<file path="config.mk">
export PLATFORM = sky130hd
export DESIGN_NAME = imem_loader
export DESIGN_NICKNAME = d
export VERILOG_FILES = /design/src/rtl/imem_loader.sv
export SDC_FILE = /design/constraint.sdc
export NUM_CORES = 1
export LEC_CHECK = 0
export BUFFER_PORTS_ARGS = -buffer_cell sky130_fd_sc_hd__buf_2
export CAP_MARGIN = 20
export CORE_ASPECT_RATIO = 0.75
export CORE_MARGIN = 1.5
export CORE_UTILIZATION = 25
export CTS_BUF_LIST = sky130_fd_sc_hd__clkbuf_2 sky130_fd_sc_hd__clkbuf_4 sky130_fd_sc_hd__clkbuf_8
export CTS_CLUSTER_SIZE = 14
export DETAILED_ROUTE_END_ITERATION = 8
export GPL_ROUTABILITY_DRIVEN = 0
export PLACE_DENSITY_LB_ADDON = 0.25
export SYNTH_ARGS = -nofsm -noshare
export SYNTH_HDL_FRONTEND = slang
export SYNTH_SLANG_ARGS = --single-unit
export TNS_END_PERCENT = 100
</file>
<file path="constraint.sdc">
create_clock -name i_clk -period 3.05 [get_ports i_clk]
set_input_delay 0.61 -clock i_clk [delete_from_list [all_inputs] [get_ports i_clk]]
set_output_delay 0.61 -clock i_clk [all_outputs]
set_load 0.05 [all_outputs]
</file>
<file path="src/rtl/imem_loader.sv">
// imem_loader: boot-time instruction memory loader.
//
// Receives a byte stream over a valid/ready handshake:
//   count_lo, count_hi            16-bit word count N, little-endian
//   N x 4 payload bytes           each word little-endian, first byte -> [7:0]
//   1 checksum byte               XOR of all payload bytes (header excluded)
// Words are written to consecutive word addresses starting at 0. The core is
// held in reset until an image with a good checksum has been loaded.
//
// Handshake: a byte transfers on a rising edge where i_rxValid && o_rxReady.
// o_rxReady depends only on state and i_srst, never on i_rxValid, so the
// loader never back-pressures while it is receiving; the sender may drop
// i_rxValid at any time and all partial state is held.
//
// Ports:
//   i_clk, i_srst         clock, synchronous active-high reset
//   i_rxData/i_rxValid    stream byte and its valid
//   o_rxReady             loader can take a byte (combinational)
//   i_restart             reload request, honoured in DONE or ERROR only
//   o_memWrite*           one-cycle write strobe, word address, word data
//   o_coreSrst            core reset, low only after a good image
//   o_done / o_error      image accepted / rejected
//   o_dbgState            current FSM state encoding, for observation
module imem_loader #(
  parameter int ADDR_W = 8
) (
  input  logic              i_clk,
  input  logic              i_srst,
  input  logic [7:0]        i_rxData,
  input  logic              i_rxValid,
  output logic              o_rxReady,
  input  logic              i_restart,
  output logic              o_memWriteEnable,
  output logic [ADDR_W-1:0] o_memWriteAddress,
  output logic [31:0]       o_memWriteData,
  output logic              o_coreSrst,
  output logic              o_done,
  output logic              o_error,
  output logic [2:0]        o_dbgState
);

  typedef enum logic [2:0] {
    S_HDR_LO  = 3'd0,
    S_HDR_HI  = 3'd1,
    S_PAYLOAD = 3'd2,
    S_CHECK   = 3'd3,
    S_DONE    = 3'd4,
    S_ERROR   = 3'd5
  } state_e;

  // Largest legal word count, 2**ADDR_W, held in 17 bits so it can be
  // compared against a 16-bit count without overflow.
  localparam logic [16:0] CAP = 17'(1) << ADDR_W;

  state_e              state_q, state_d;
  logic [15:0]         count_q, count_d;   // count_lo, then the full N
  logic [ADDR_W:0]     idx_q, idx_d;       // one extra bit: N == 2**ADDR_W
  logic [1:0]          bcnt_q, bcnt_d;
  logic [23:0]         shift_q, shift_d;
  logic [7:0]          xor_q, xor_d;
  logic                we_q, we_d;
  logic [ADDR_W-1:0]   addr_q, addr_d;
  logic [31:0]         data_q, data_d;
  logic                core_srst_q, core_srst_d;
  logic                done_q, done_d;
  logic                error_q, error_d;

  logic                rx_ready;
  logic                xfer;
  logic [15:0]         n_full;
  logic [ADDR_W:0]     idx_inc;

  always_comb begin
    rx_ready = ((state_q == S_HDR_LO) || (state_q == S_HDR_HI) ||
                (state_q == S_PAYLOAD) || (state_q == S_CHECK)) && !i_srst;
    xfer     = i_rxValid && rx_ready;
    n_full   = {i_rxData, count_q[7:0]};
    idx_inc  = idx_q + 1'b1;

    state_d     = state_q;
    count_d     = count_q;
    idx_d       = idx_q;
    bcnt_d      = bcnt_q;
    shift_d     = shift_q;
    xor_d       = xor_q;
    we_d        = 1'b0;
    addr_d      = addr_q;
    data_d      = data_q;
    core_srst_d = core_srst_q;
    done_d      = done_q;
    error_d     = error_q;

    case (state_q)
      S_HDR_LO: begin
        if (xfer) begin
          count_d = {8'h00, i_rxData};
          state_d = S_HDR_HI;
        end
      end
      S_HDR_HI: begin
        if (xfer) begin
          count_d = n_full;
          if ({1'b0, n_full} > CAP) begin
            state_d = S_ERROR;
            error_d = 1'b1;
          end else if (n_full == 16'd0) begin
            state_d = S_CHECK;
          end else begin
            state_d = S_PAYLOAD;
          end
        end
      end
      S_PAYLOAD: begin
        if (xfer) begin
          xor_d   = xor_q ^ i_rxData;
          bcnt_d  = bcnt_q + 2'd1;
          // Bytes enter at the top so the first byte of a word ends at [7:0].
          shift_d = {i_rxData, shift_q[23:8]};
          if (bcnt_q == 2'd3) begin
            we_d   = 1'b1;
            addr_d = idx_q[ADDR_W-1:0];
            data_d = {i_rxData, shift_q};
            idx_d  = idx_inc;
            if (17'(idx_inc) == {1'b0, count_q}) begin
              state_d = S_CHECK;
            end
          end
        end
      end
      S_CHECK: begin
        if (xfer) begin
          if (i_rxData == xor_q) begin
            state_d     = S_DONE;
            done_d      = 1'b1;
            core_srst_d = 1'b0;
          end else begin
            state_d = S_ERROR;
            error_d = 1'b1;
          end
        end
      end
      S_DONE, S_ERROR: begin
        if (i_restart) begin
          state_d     = S_HDR_LO;
          done_d      = 1'b0;
          error_d     = 1'b0;
          core_srst_d = 1'b1;
          xor_d       = 8'h00;
          idx_d       = '0;
          bcnt_d      = 2'd0;
        end
      end
      default: begin
        state_d = S_HDR_LO;
      end
    endcase
  end

  always_ff @(posedge i_clk) begin
    if (i_srst) begin
      state_q     <= S_HDR_LO;
      count_q     <= 16'h0000;
      idx_q       <= '0;
      bcnt_q      <= 2'd0;
      shift_q     <= 24'h000000;
      xor_q       <= 8'h00;
      we_q        <= 1'b0;
      addr_q      <= '0;
      data_q      <= 32'h0;
      core_srst_q <= 1'b1;
      done_q      <= 1'b0;
      error_q     <= 1'b0;
    end else begin
      state_q     <= state_d;
      count_q     <= count_d;
      idx_q       <= idx_d;
      bcnt_q      <= bcnt_d;
      shift_q     <= shift_d;
      xor_q       <= xor_d;
      we_q        <= we_d;
      addr_q      <= addr_d;
      data_q      <= data_d;
      core_srst_q <= core_srst_d;
      done_q      <= done_d;
      error_q     <= error_d;
    end
  end

  assign o_rxReady         = rx_ready;
  assign o_memWriteEnable  = we_q;
  assign o_memWriteAddress = addr_q;
  assign o_memWriteData    = data_q;
  assign o_coreSrst        = core_srst_q;
  assign o_done            = done_q;
  assign o_error           = error_q;
  assign o_dbgState        = state_q;

endmodule

</file>
# Yosys cells after proc, flatten, opt, wreduce, memory -nomap -nowiden
# Cells that the tools add are included.
word_totals:
  register_bits: 106
  input_bits: 12
  wordCells: 99
  output_inout_bits: 48
op_classes:
  eq_ne: 18
  mux: 38
  n_lt_le_gt_ge: 1
  n_reduce_logical: 23
  n_addsub: 2
  n_bitwise: 4
op_table:
  columns: ["cell", "count"]
  rows:
  - ["2-to-1 mux 16 bit", 2]
  - ["case mux 16 bit (2 select lines)", 1]
  - ["2-to-1 mux 9 bit", 3]
  - ["2-to-1 mux 3 bit", 8]
  - ["case mux 9 bit (2 select lines)", 1]
  - ["== test 9 x 16 -> 1 bit", 1]
  - ["> comparator 16 x 9 -> 1 bit, second input constant", 1]
  - ["logical NOT 16 bit", 1]
  - ["2-to-1 mux 8 bit", 2]
  - ["case mux 8 bit (2 select lines)", 1]
  - ["case mux 3 bit (5 select lines)", 1]
  - ["2-to-1 mux 1 bit", 13]
  - ["!= test 2 bit, second input constant", 6]
  - ["AND reduction 3 bit", 4]
  - ["adder 9 x 1 -> 9 bit, second input constant", 1]
  - ["== test 8 bit", 1]
  - ["!= test 2 x 1 -> 1 bit, second input constant", 4]
  - ["AND reduction 4 bit", 2]
  - ["XOR 8 bit", 1]
  - ["AND reduction 7 bit", 1]
  - ["== test 3 x 2 -> 1 bit, second input constant", 2]
  - ["== test 3 bit, second input constant", 2]
  - ["AND reduction 6 bit", 1]
  - ["nonzero test 2 bit", 3]
  - ["16 further kinds", 23]

# Logic depth before layout (Yosys ltp)
# Gate-level depths: netlist of run 1.
depth:
  ltp_word: 8
  ltp_mapped: 9
  ltp_nobuf: 7

# Least setup slack after synthesis of run 1
# No wires, ideal clock.
synth_path:
  path_type: "input -> register"
  start: "input port i_srst"
  end: "register count_q[12]"
  path_stages: 7
  setup_slack_ns: 0.658
  t_arrival_ns: 2.321
  path_buffers: 2
  required_time_ns: 2.980
  setup_time_ns: 0.070
  cell_sequence: "buf_2 nor2_1 nand2_1 nor2_2 buf_2 nand3_1 a21oi_1"
synth_via:
  elab_chain_cells: 5
  elab_cells_between_ends: 6
  classes_between: "eq/ne (2); reduce/logical (4)"
synth_rtl:
  columns: ["element", "line", "source"]
  rows:
  - ["from (decl)", "28", "input logic i_srst,"]
  - ["logical NOT 1 bit *", "75", "(state_q == S_PAYLOAD) || (state_q == S_CHECK)) && !i_srst;"]
  - ["logical AND 1 bit *", "75", null]
  - ["net o_rxReady", "31", "output logic o_rxReady,"]
  - ["logical AND 1 bit *", "76", "xfer = i_rxValid && rx_ready;"]
  - ["!= test 2 bit (no source line)", null, null]
  - ["AND reduction 3 bit (no source line) *", null, null]
  - ["to (signal assigned)", "175", "count_q <= count_d;"]
  - ["to (decl)", "56", "logic [15:0] count_q, count_d;"]
# The timed path passes the listed nets; every way through them passes the cells marked *.
# A chain may end at the register's enable or synchronous reset.

# Final worst setup path of run 1
layout_path:
  start: "register idx_q[1]"
  end: "register state_q[0] (netlist: o_dbgState[0])"
layout_via:
  elab_chain_cells: 4
layout_rtl:
  columns: ["element", "line", "source"]
  rows:
  - ["from (decl)", "57", "logic [ADDR_W:0] idx_q, idx_d;"]
  - ["from (signal assigned)", "176", "idx_q <= idx_d;"]
  - ["adder 9 x 1 -> 9 bit", "78", "idx_inc = idx_q + 1'b1;"]
  - ["== test 9 x 16 -> 1 bit", "124", "if (17'(idx_inc) == {1'b0, count_q}) begin"]
  - ["!= test 2 x 1 -> 1 bit (no source line)", null, null]
  - ["AND reduction 7 bit (no source line)", null, null]
  - ["to (signal assigned)", "174", "state_q <= state_d;"]
  - ["to (decl)", "55", "state_e state_q, state_d;"]
# Every way passes these cells.

==> results of run 1 <==
cell usage after synthesis, types with 2 or more instances:
| cell | count | area, µm² |
|---|---|---|
| a21oi_1 | 100 | 500 |
| a31oi_1 | 3 | 18.8 |
| and2_1 | 2 | 12.5 |
| and3_1 | 2 | 12.5 |
| buf_2 | 11 | 55.1 |
| buf_4 | 5 | 37.5 |
| buf_6 | 4 | 45.0 |
| clkbuf_1 | 24 | 90.1 |
| dfxtp_1 | 106 | 2120 |
| ha_1 | 2 | 25.0 |
| inv_1 | 5 | 18.8 |
| nand2_1 | 163 | 612 |
| nand3_1 | 25 | 125 |
| nand3b_1 | 3 | 22.5 |
| nand4_1 | 3 | 18.8 |
| nor2_1 | 32 | 120 |
| nor2_2 | 2 | 12.5 |
| nor2b_1 | 2 | 12.5 |
| nor3_1 | 5 | 25.0 |
| nor4_1 | 6 | 37.5 |
| o21a_1 | 3 | 22.5 |
| o21ai_0 | 16 | 80.1 |
| or2_0 | 4 | 25.0 |
| or3_1 | 2 | 12.5 |
| xnor2_1 | 14 | 123 |
| xor2_1 | 7 | 61.3 |
power groups by stage:
| stage | registers [W] | logic, W | clock network (W) |
|---|---|---|---|
| after global placement | 0.00144 | 0.000148 | 0 |
| after global routing | 0.00141 | 0.000165 | 0.000977 |
| after CTS | 0.00140 | 0.000150 | 0.000930 |
| after floorplan | 0.00144 | 0.0000997 | 0 |
| after detailed placement | 0.00144 | 0.000150 | 0 |
| final | 0.00140 | 0.000150 | 0.000892 |
metrics by stage:
stage	instance area, µm²	cells
after floorplan	4430	572
after global placement	4880	834
after detailed placement	4880	834
after CTS	5080	850
after global routing	5080	850
final	5080	850
critical path, stage by stage (launching register included):
cell     delay [ns]
dfxtp_1        0.47
ha_1           0.40
and3_1         0.34
xnor2_1        0.10
nor3_1         0.13
a21oi_1        0.08
nor4_1         0.44
o211a_1        0.18
worst paths after layout:
path | depth (start not counted) | start | slack, ns | end
max | 7 | idx_q[1] | 0.85 | o_dbgState[0]
min reg2reg | 2 | o_memWriteData[0] | 0.45 | o_memWriteData[0]
min | 2 | i_restart | 0.45 | o_dbgState[2]
max reg2reg | 7 | idx_q[1] | 0.85 | o_dbgState[0]
state kept, by name (all words and copies together) (netlist names):
register	count
o_error	1
idx_q	9
o_memWriteAddress	8
o_coreSrst	1
shift_q	24
xor_q	8
count_q	16
bcnt_q	2
o_memWriteData	32
o_memWriteEnable	1
o_dbgState	3
o_done	1
area by class of cell:
cell class,count,area [µm²]
Clock inverter,4,51.3
Tap cell,236,295
Inverter,6,22.5
Multi-Input combinational cell,415,2050
Timing Repair Buffer,71,388
Clock buffer,12,146
Fill cell,1862,12000
Sequential cell,106,2120
cell families after synthesis:
family	synth area share (%)
AO/OA/AOI/OAI	16.0
adder cells (fa/ha/maj)	0.565
flip-flops	47.9
AND/OR/NAND/NOR	25.6
buffers and inverters	5.73
XOR/XNOR	4.15
metal layers:
metal  track usage [%]  vias to the layer above  wire, µm
met5                 0                        -         0
met4              4.11                        0       176
met3              3.15                       14       653
met2              18.3                      103      4780
met1              19.1                     1831      6090
li1                  -                     1964         -
==> flow_summary_export.csv, run 1 <==
group,metric,value,unit
timing,fin_setup_tns,0,ns
finish,drive_gt1_share,16.0,%
global_routing,gr-usage-all-layers,13.0,%
clocking,cts.sinks,106,
floorplan,fp.dieArea,18500,µm²
yosys,synth_seq_cells,106,
clocking,clock_latency,0.38,ns
timing,skew,0.0107,ns
floorplan,start_util,25.9,%
routing,final_antenna_net_count,0,
power,p_switching,0.000600,W
setup_path,critPathRequiredTime,3.38,ns
clocking,cts_buffer_depth,2,
global_routing,grt_max_degree,72,
timing,finalWorstSetupSlack,0.848,ns
global_routing,grt_pass1_vias,3656,
clocking,root_buffer,"clkbuf_8",
setup_path,path_class,"flip-flop to flip-flop",
routing,drt_iter0_drc,306,
floorplan,dieHeight,118,µm
yosys,synth_edf_count,0,
timing,setup_viol,0,
routing,drt_first_pass_iters,5,
yosys,syn_area,4430,µm²
floorplan,io_pins,60,
power,combPwrFrac,6.1,%
power,pwr-share-seq,57.4,%
power,clkPwrFrac,36.4,%
timing,final_max_slew_viol_count,0,
timing,min_period_over_period,72.2,%
hold_path,min_path_type,"input pin to flip-flop",
job,maxCapViolations,0,
yosys,synth_area_per_cell,7.75,µm²
floorplan,die_x,157,µm
routing,drc,0,
clocking,htreeDepth,3,
finish,syn2layout_area_growth,14.7,%
clocking,postCtsSetupRepairBufs,0,
power,peakVddDrop,0.000234,V
placement,dp_hpwl,8180,µm
global_routing,grt_overflow_total,0,
yosys,seq_area_frac_synth,47.9,%
power,pwr_density_cell,482,nW/µm²
global_routing,grt_pass1_wl,19100,µm
finish,fin_nets,623,
outcome,run_status,"finished clean",
timing,hold-worst-slack,0.451,ns
finish,final_util,29.7,%
routing,num_vias,3912,
timing,fmax,454,MHz
clocking,cts_tree,"done",
clocking,clkTransAtPathRegs,0.10,ns
setup_path,end_kind,"flip-flop",
placement,port_buffers,59,
power,power,0.00245,W
finish,mostFrequentLayoutCell,"nand2_1",
setup_path,critPathLaunchType,"flip-flop",
power,sw_frac_of_total,24.5,%
setup_path,critPathMaxFanout,8,
clocking,hold_buffers,0,
timing,rsz0062_at_grt,"no",
timing,tightest_slew,0.728,ns
timing,finalCriticalPeriod,2.20,ns
floorplan,placementRows,41,
timing,hold_viol_final,0,
yosys,synth_warnings,0,
finish,num_antenna_cells,0,
power,cellInternalPower,0.00185,W
routing,drt_wl_total,11700,µm
yosys,ys.flop_type,"dfxtp_1",
yosys,synth_fp_nets,586,
yosys,ys_types,47,
clocking,cts_resized,0,
yosys,synthArstFlopShare,0,%
placement,dp_slack,0.774,ns
floorplan,coreArea,17100,µm²
finish,final_cell_mix,"163 x nand2_1, 106 x dfxtp_1, 100 x a21oi_1, 58 x buf_2, 32 x nor2_1",
yosys,synth_cells,572,
routing,wl_per_cell,13.8,µm
routing,avgViaCountPerCell,4.60,
clocking,cts_made_buffers,9,
power,total_leakage_power,1.84,nW
global_routing,antenna_found_initial,0,
timing,relSlewSlack,51.4,%
setup_path,arrival,2.53,ns
No activity file was read; power rests on OpenSTA's default activity.
==> run 2, diff against run 1 <==
==> constraint.sdc (replaced) <==
create_clock -name i_clk -period 2.25 [get_ports i_clk]
set_input_delay 0.45 -clock i_clk [delete_from_list [all_inputs] [get_ports i_clk]]
set_output_delay 0.45 -clock i_clk [all_outputs]
set_load 0.05 [all_outputs]
==> run 2 against run 1 <==
Combinational power is 37% higher. Sequential share of layout area is 0.57 points lower. Worst hold slack worse by 0.14 ns. Fmax is 5.7% higher. Flip-flop and latch count stayed put. Critical path depth stayed put. Critical path type unchanged. Highest routed layer unchanged.
==> flow_summary_export.csv, run 2 (same netlist as run 1, synthesis figures left out) <==
group,metric,value,unit
outcome,run_status,"finished clean",
setup_path,critPathRequiredTime,2.58,ns
timing,tightest_slew,1.10,ns
global_routing,gr-usage-all-layers,13.1,%
hold_path,min_to,"o_dbgState[2]",
power,pwr_density_cell,686,nW/µm²
global_routing,antenna_found_initial,0,
clocking,postCtsSetupRepairBufs,0,
timing,setup_viol,0,
floorplan,io_pins,60,
floorplan,die_x,157,µm
floorplan,placementRows,41,
routing,routed.top_layer,"met4",
global_routing,grt_pass1_vias,3626,
setup_path,r2r_setup_slack,0.17,ns
finish,fin_nets,623,
setup_path,reg2reg_to,"o_dbgState[0]",
finish,design_area,5150,µm²
placement,post_dp_cell_area,4900,µm²
floorplan,fp.dieArea,18500,µm²
finish,drive_gt1_share,16.4,%
placement,dp.cells,834,
finish,num_antenna_cells,0,
setup_path,arrival,2.41,ns
finish,final_cell_mix,"163 x nand2_1, 106 x dfxtp_1, 100 x a21oi_1, 58 x buf_2, 31 x nor2_1",
finish,mostFrequentLayoutCell,"nand2_1",
routing,met3_length,694,µm
routing,final_antenna_net_count,0,
timing,hold_viol_final,0,
hold_path,hold_depth,2,
clocking,cts_made_buffers,9,
clocking,clock_latency,0.38,ns
routing,drc,0,
routing,drt_iter0_drc,321,
clocking,root_buffer,"clkbuf_8",
timing,rsz0062_at_grt,"no",
timing,skew,0.00719,ns
setup_path,end_kind,"flip-flop",
routing,avgViaCountPerCell,4.59,
timing,relSlewSlack,27.0,%
finish,fin_cells,850,
floorplan,dieHeight,118,µm
global_routing,grt_overflow_total,0,
clocking,cts.sinks,106,
routing,wl_met2,4700,µm
setup_path,path_class,"flip-flop to flip-flop",
timing,min_period_over_period,92.6,%
placement,dp_hpwl,8120,µm
hold_path,min_from,"i_restart",
global_routing,grt_max_degree,106,
power,total_leakage_power,1.85,nW
timing,fmax,480,MHz
setup_path,critPathLaunchType,"flip-flop",
timing,final_max_slew_viol_count,0,
clocking,cts_buffer_depth,2,
setup_path,r2r-start,"idx_q[0]",
setup_path,reg2reg_depth,7,
power,peakVddDrop,0.000362,V
routing,drt_wl_total,11700,µm
clocking,clkTransAtPathRegs,0.10,ns
global_routing,grt_pass1_wl,19100,µm
routing,num_vias,3899,
finish,largest_reg_flops,32,
timing,fin_setup_tns,0,ns
hold_path,min_path_type,"input pin to flip-flop",
floorplan,start_util,25.9,%
clocking,cts_tree,"done",
clocking,htreeDepth,3,
power,power,0.00353,W
floorplan,coreArea,17100,µm²
setup_path,critPathMaxFanout,9,
finish,syn2layout_area_growth,16.2,%
job,maxCapViolations,0,
routing,wl_per_cell,13.8,µm
timing,finalCriticalPeriod,2.08,ns
placement,port_buffers,59,
routing,drt_first_pass_iters,4,
timing,hold-worst-slack,0.316,ns
routing,met1_length,6090,µm
[run 2: cell types whose count changed in the layout (fill, tap and decap cells not counted), sizes merged]
cell	change
bufinv	+2
clkbuf	-2
clkinv	-1
clkinvlp	+1
[run 2: worst max-delay path by stage]
stage,start,endpoint,slack (ns),depth (start not counted)
6_report,idx_q[0],o_dbgState[0],0.17,7
5_1_grt,idx_q[0],o_dbgState[0],0.03,7
4_1_cts,o_dbgState[2],idx_q[8],0.02,6
3_5_place_dp,o_dbgState[2],idx_q[8],0.03,6
3_3_place_gp,o_dbgState[2],idx_q[8],0.10,6
2_1_floorplan,o_dbgState[2],count_q[12],0.21,7
[run 2: timing repair]
item | 4_1_cts | 5_1_grt
resized for setup | 0 | 2
setup endpoints to repair | 0 | 10
hold buffers | 0 | 0
[run 2: power by group]
part / switching (W) / internal (W)
combinational: 0.000147 / 0.0000586
clock: 0.000668 / 0.000755
sequential: 0.0000145 / 0.00189
total: 0.000829 / 0.00270
[run 2: worst max-delay path, stage by stage (launching register included)]
cell     delay [ns]
dfxtp_1        0.51
ha_2           0.34
and3_1         0.31
xnor2_1        0.10
nor3_1         0.14
a21oi_1        0.06
nor4_1         0.40
o211a_1        0.18
[run 2: final cells by class]
type | count | area, µm²
Clock buffer | 10 | 131
Tap cell | 236 | 295
Timing Repair Buffer | 71 | 400
Inverter | 6 | 22.5
Clock inverter | 6 | 114
Sequential cell | 106 | 2120
Multi-Input combinational cell | 415 | 2060
Fill cell | 1879 | 11900
[run 2: through the flow]
stage | util, % | worst slack [ns]
detailed placement | 28.7 | 0.0334
global placement | 28.7 | 0.101
finish | 30.1 | 0.167
global route | 30.1 | 0.0272
floorplan | - | 0.206
CTS | 30.1 | 0.0178
[run 2: layer usage]
layer / global-route usage, % / vias up
li1: - / 1964
met1: 19.0 / 1828
met2: 18.5 / 89
met3: 3.37 / 18
met4: 4.58 / 0
met5: 0 / -
==> run 3, diff against run 2 <==
--- a/config.mk
+++ b/config.mk
@@ -7,7 +7,6 @@
 export LEC_CHECK = 0
 export BUFFER_PORTS_ARGS = -buffer_cell sky130_fd_sc_hd__buf_2
 export CAP_MARGIN = 20
-export CORE_ASPECT_RATIO = 0.75
 export CORE_MARGIN = 1.5
 export CORE_UTILIZATION = 25
 export CTS_BUF_LIST = sky130_fd_sc_hd__clkbuf_2 sky130_fd_sc_hd__clkbuf_4 sky130_fd_sc_hd__clkbuf_8
==> run 3 against run 2 <==
Sequential share of layout area increased by 0.40 points. Critical endpoint is now idx_q[8]. Worst hold slack got worse by 0.0026 ns. Die area about the same. Power decreased by 6.3%. Largest cell class unchanged. Combinational power about the same. Sequential power about the same. Fmax increased by 1.7%.
==> flow_summary_export.csv, run 3 (same netlist as run 1, synthesis figures left out) <==
group,metric,value,unit
clocking,clkTransAtPathRegs,0.10,ns
placement,post_dp_cell_area,4900,µm²
floorplan,io_pins,60,
routing,drt_wl_total,11300,µm
routing,drt_first_pass_iters,4,
hold_path,hold_depth,2,
setup_path,critPathLaunchType,"flip-flop",
global_routing,grt_pass1_vias,3617,
job,maxCapViolations,0,
setup_path,critPathRequiredTime,2.47,ns
timing,fin_setup_tns,0,ns
timing,rsz0062_at_grt,"no",
timing,tightest_slew,1.08,ns
clocking,htreeDepth,3,
timing,skew,0.0195,ns
hold_path,min_path_type,"input pin to flip-flop",
routing,drt_iter0_drc,198,
clocking,clock_latency,0.38,ns
setup_path,arrival,2.27,ns
setup_path,worst_path_most_repeated_cell,"nor2_1",
clocking,cts_tree,"done",
floorplan,coreArea,17300,µm²
finish,num_antenna_cells,0,
global_routing,antenna_found_initial,0,
clocking,cts.sinks,106,
power,pwr_density_cell,649,nW/µm²
setup_path,critPathMaxStageDelay,0.57,ns
routing,drc,0,
setup_path,worstPathCellList,"inv_1, nor3b_1, nor2_1, a21o_1, a21oi_1, nor2_1",
clocking,cts_made_buffers,9,
clocking,cts_buffer_depth,2,
finish,largest_reg_flops,32,
placement,port_buffers,59,
floorplan,start_util,25.6,%
timing,hold_viol_final,0,
clocking,cts_resized,0,
finish,final_cell_mix,"163 x nand2_1, 106 x dfxtp_1, 100 x a21oi_1, 58 x buf_2, 31 x nor2_1",
timing,finalWorstSetupSlack,0.201,ns
power,total_leakage_power,1.86,nW
setup_path,critPathMaxFanout,9,
global_routing,grt_max_degree,106,
routing,final_antenna_net_count,0,
power,power,0.00331,W
clocking,root_buffer,"clkbuf_8",
outcome,run_status,"finished clean",
setup_path,reg2reg_depth,6,
clocking,postCtsSetupRepairBufs,0,
timing,min_period_over_period,91.0,%
timing,fmax,488,MHz
global_routing,grt_pass1_wl,18500,µm
finish,syn2layout_area_growth,15.1,%
timing,hold-worst-slack,0.313,ns
floorplan,die_x,136,µm
global_routing,grt_overflow_total,0,
setup_path,slowest_stage,"nor3b_1",
routing,avgViaCountPerCell,4.61,
routing,num_vias,3885,
floorplan,fp.dieArea,18500,µm²
finish,fin_nets,627,
power,peakVddDrop,0.000218,V
timing,final_max_slew_viol_count,0,
floorplan,placementRows,48,
finish,drive_gt1_share,16.7,%
placement,dp_hpwl,7840,µm
setup_path,end_kind,"flip-flop",
floorplan,dieHeight,136,µm
setup_path,path_class,"flip-flop to flip-flop",
global_routing,gr-usage-all-layers,12.5,%
timing,relSlewSlack,28.0,%
clocking,hold_buffers,0,
timing,setup_viol,0,
routing,wl_per_cell,13.4,µm
finish,design_area,5100,µm²
finish,mostFrequentLayoutCell,"nand2_1",
timing,finalCriticalPeriod,2.05,ns
placement,dp_slack,0.234,ns
## run 3: where the power goes
group | switching, W | internal (W) | leakage [nW] | total (W)
Combinational | 0.000143 | 0.0000594 | 0.904 | 0.000203
Sequential | 0.0000154 | 0.00189 | 0.855 | 0.00191
Clock | 0.000756 | 0.000448 | 0.0990 | 0.00120
Total | 0.000914 | 0.00240 | 1.86 | 0.00331
## run 3: path summary, 6_finish.rpt
kind	slack, ns	startpoint	endpoint
setup reg to reg	0.20	o_dbgState[2]	idx_q[8]
hold / removal	0.31	i_restart	o_dbgState[2]
setup / recovery	0.20	o_dbgState[2]	idx_q[8]
hold reg to reg	0.46	o_memWriteAddress[2]	o_memWriteAddress[2]
## run 3: layout make-up
class                           instances  area [µm²]
Multi-Input combinational cell        415        2060
Sequential cell                       106        2120
Fill cell                            1916       12200
Timing Repair Buffer                   75         418
Clock inverter                          7        75.1
Clock buffer                            9         124
Tap cell                              225         282
Inverter                                6        22.5
## run 3: per-stage QoR
step	utilization, %	instances
floorplan	-	572
detailed placement	28.3	827
finish	29.5	843
global route	29.5	843
global placement	28.3	827
CTS	29.5	843
## run 3: metal layers
layer / up-vias / global-route usage, % / share of wire (%)
met5: - / 0 / 0
met1: 1812 / 18.4 / 52
met4: 0 / 4.61 / 1.2
met3: 13 / 1.94 / 3.8
met2: 81 / 18.3 / 43
li1: 1979 / - / -
## run 3: worst max-delay path, delay by kind of cell, from the launching register on
| family | cells | cell delay, ns |
|---|---|---|
| simple gates | 3 | 0.87 |
| flops | 1 | 0.56 |
| compound gates | 2 | 0.33 |
| buf+inv | 1 | 0.15 |
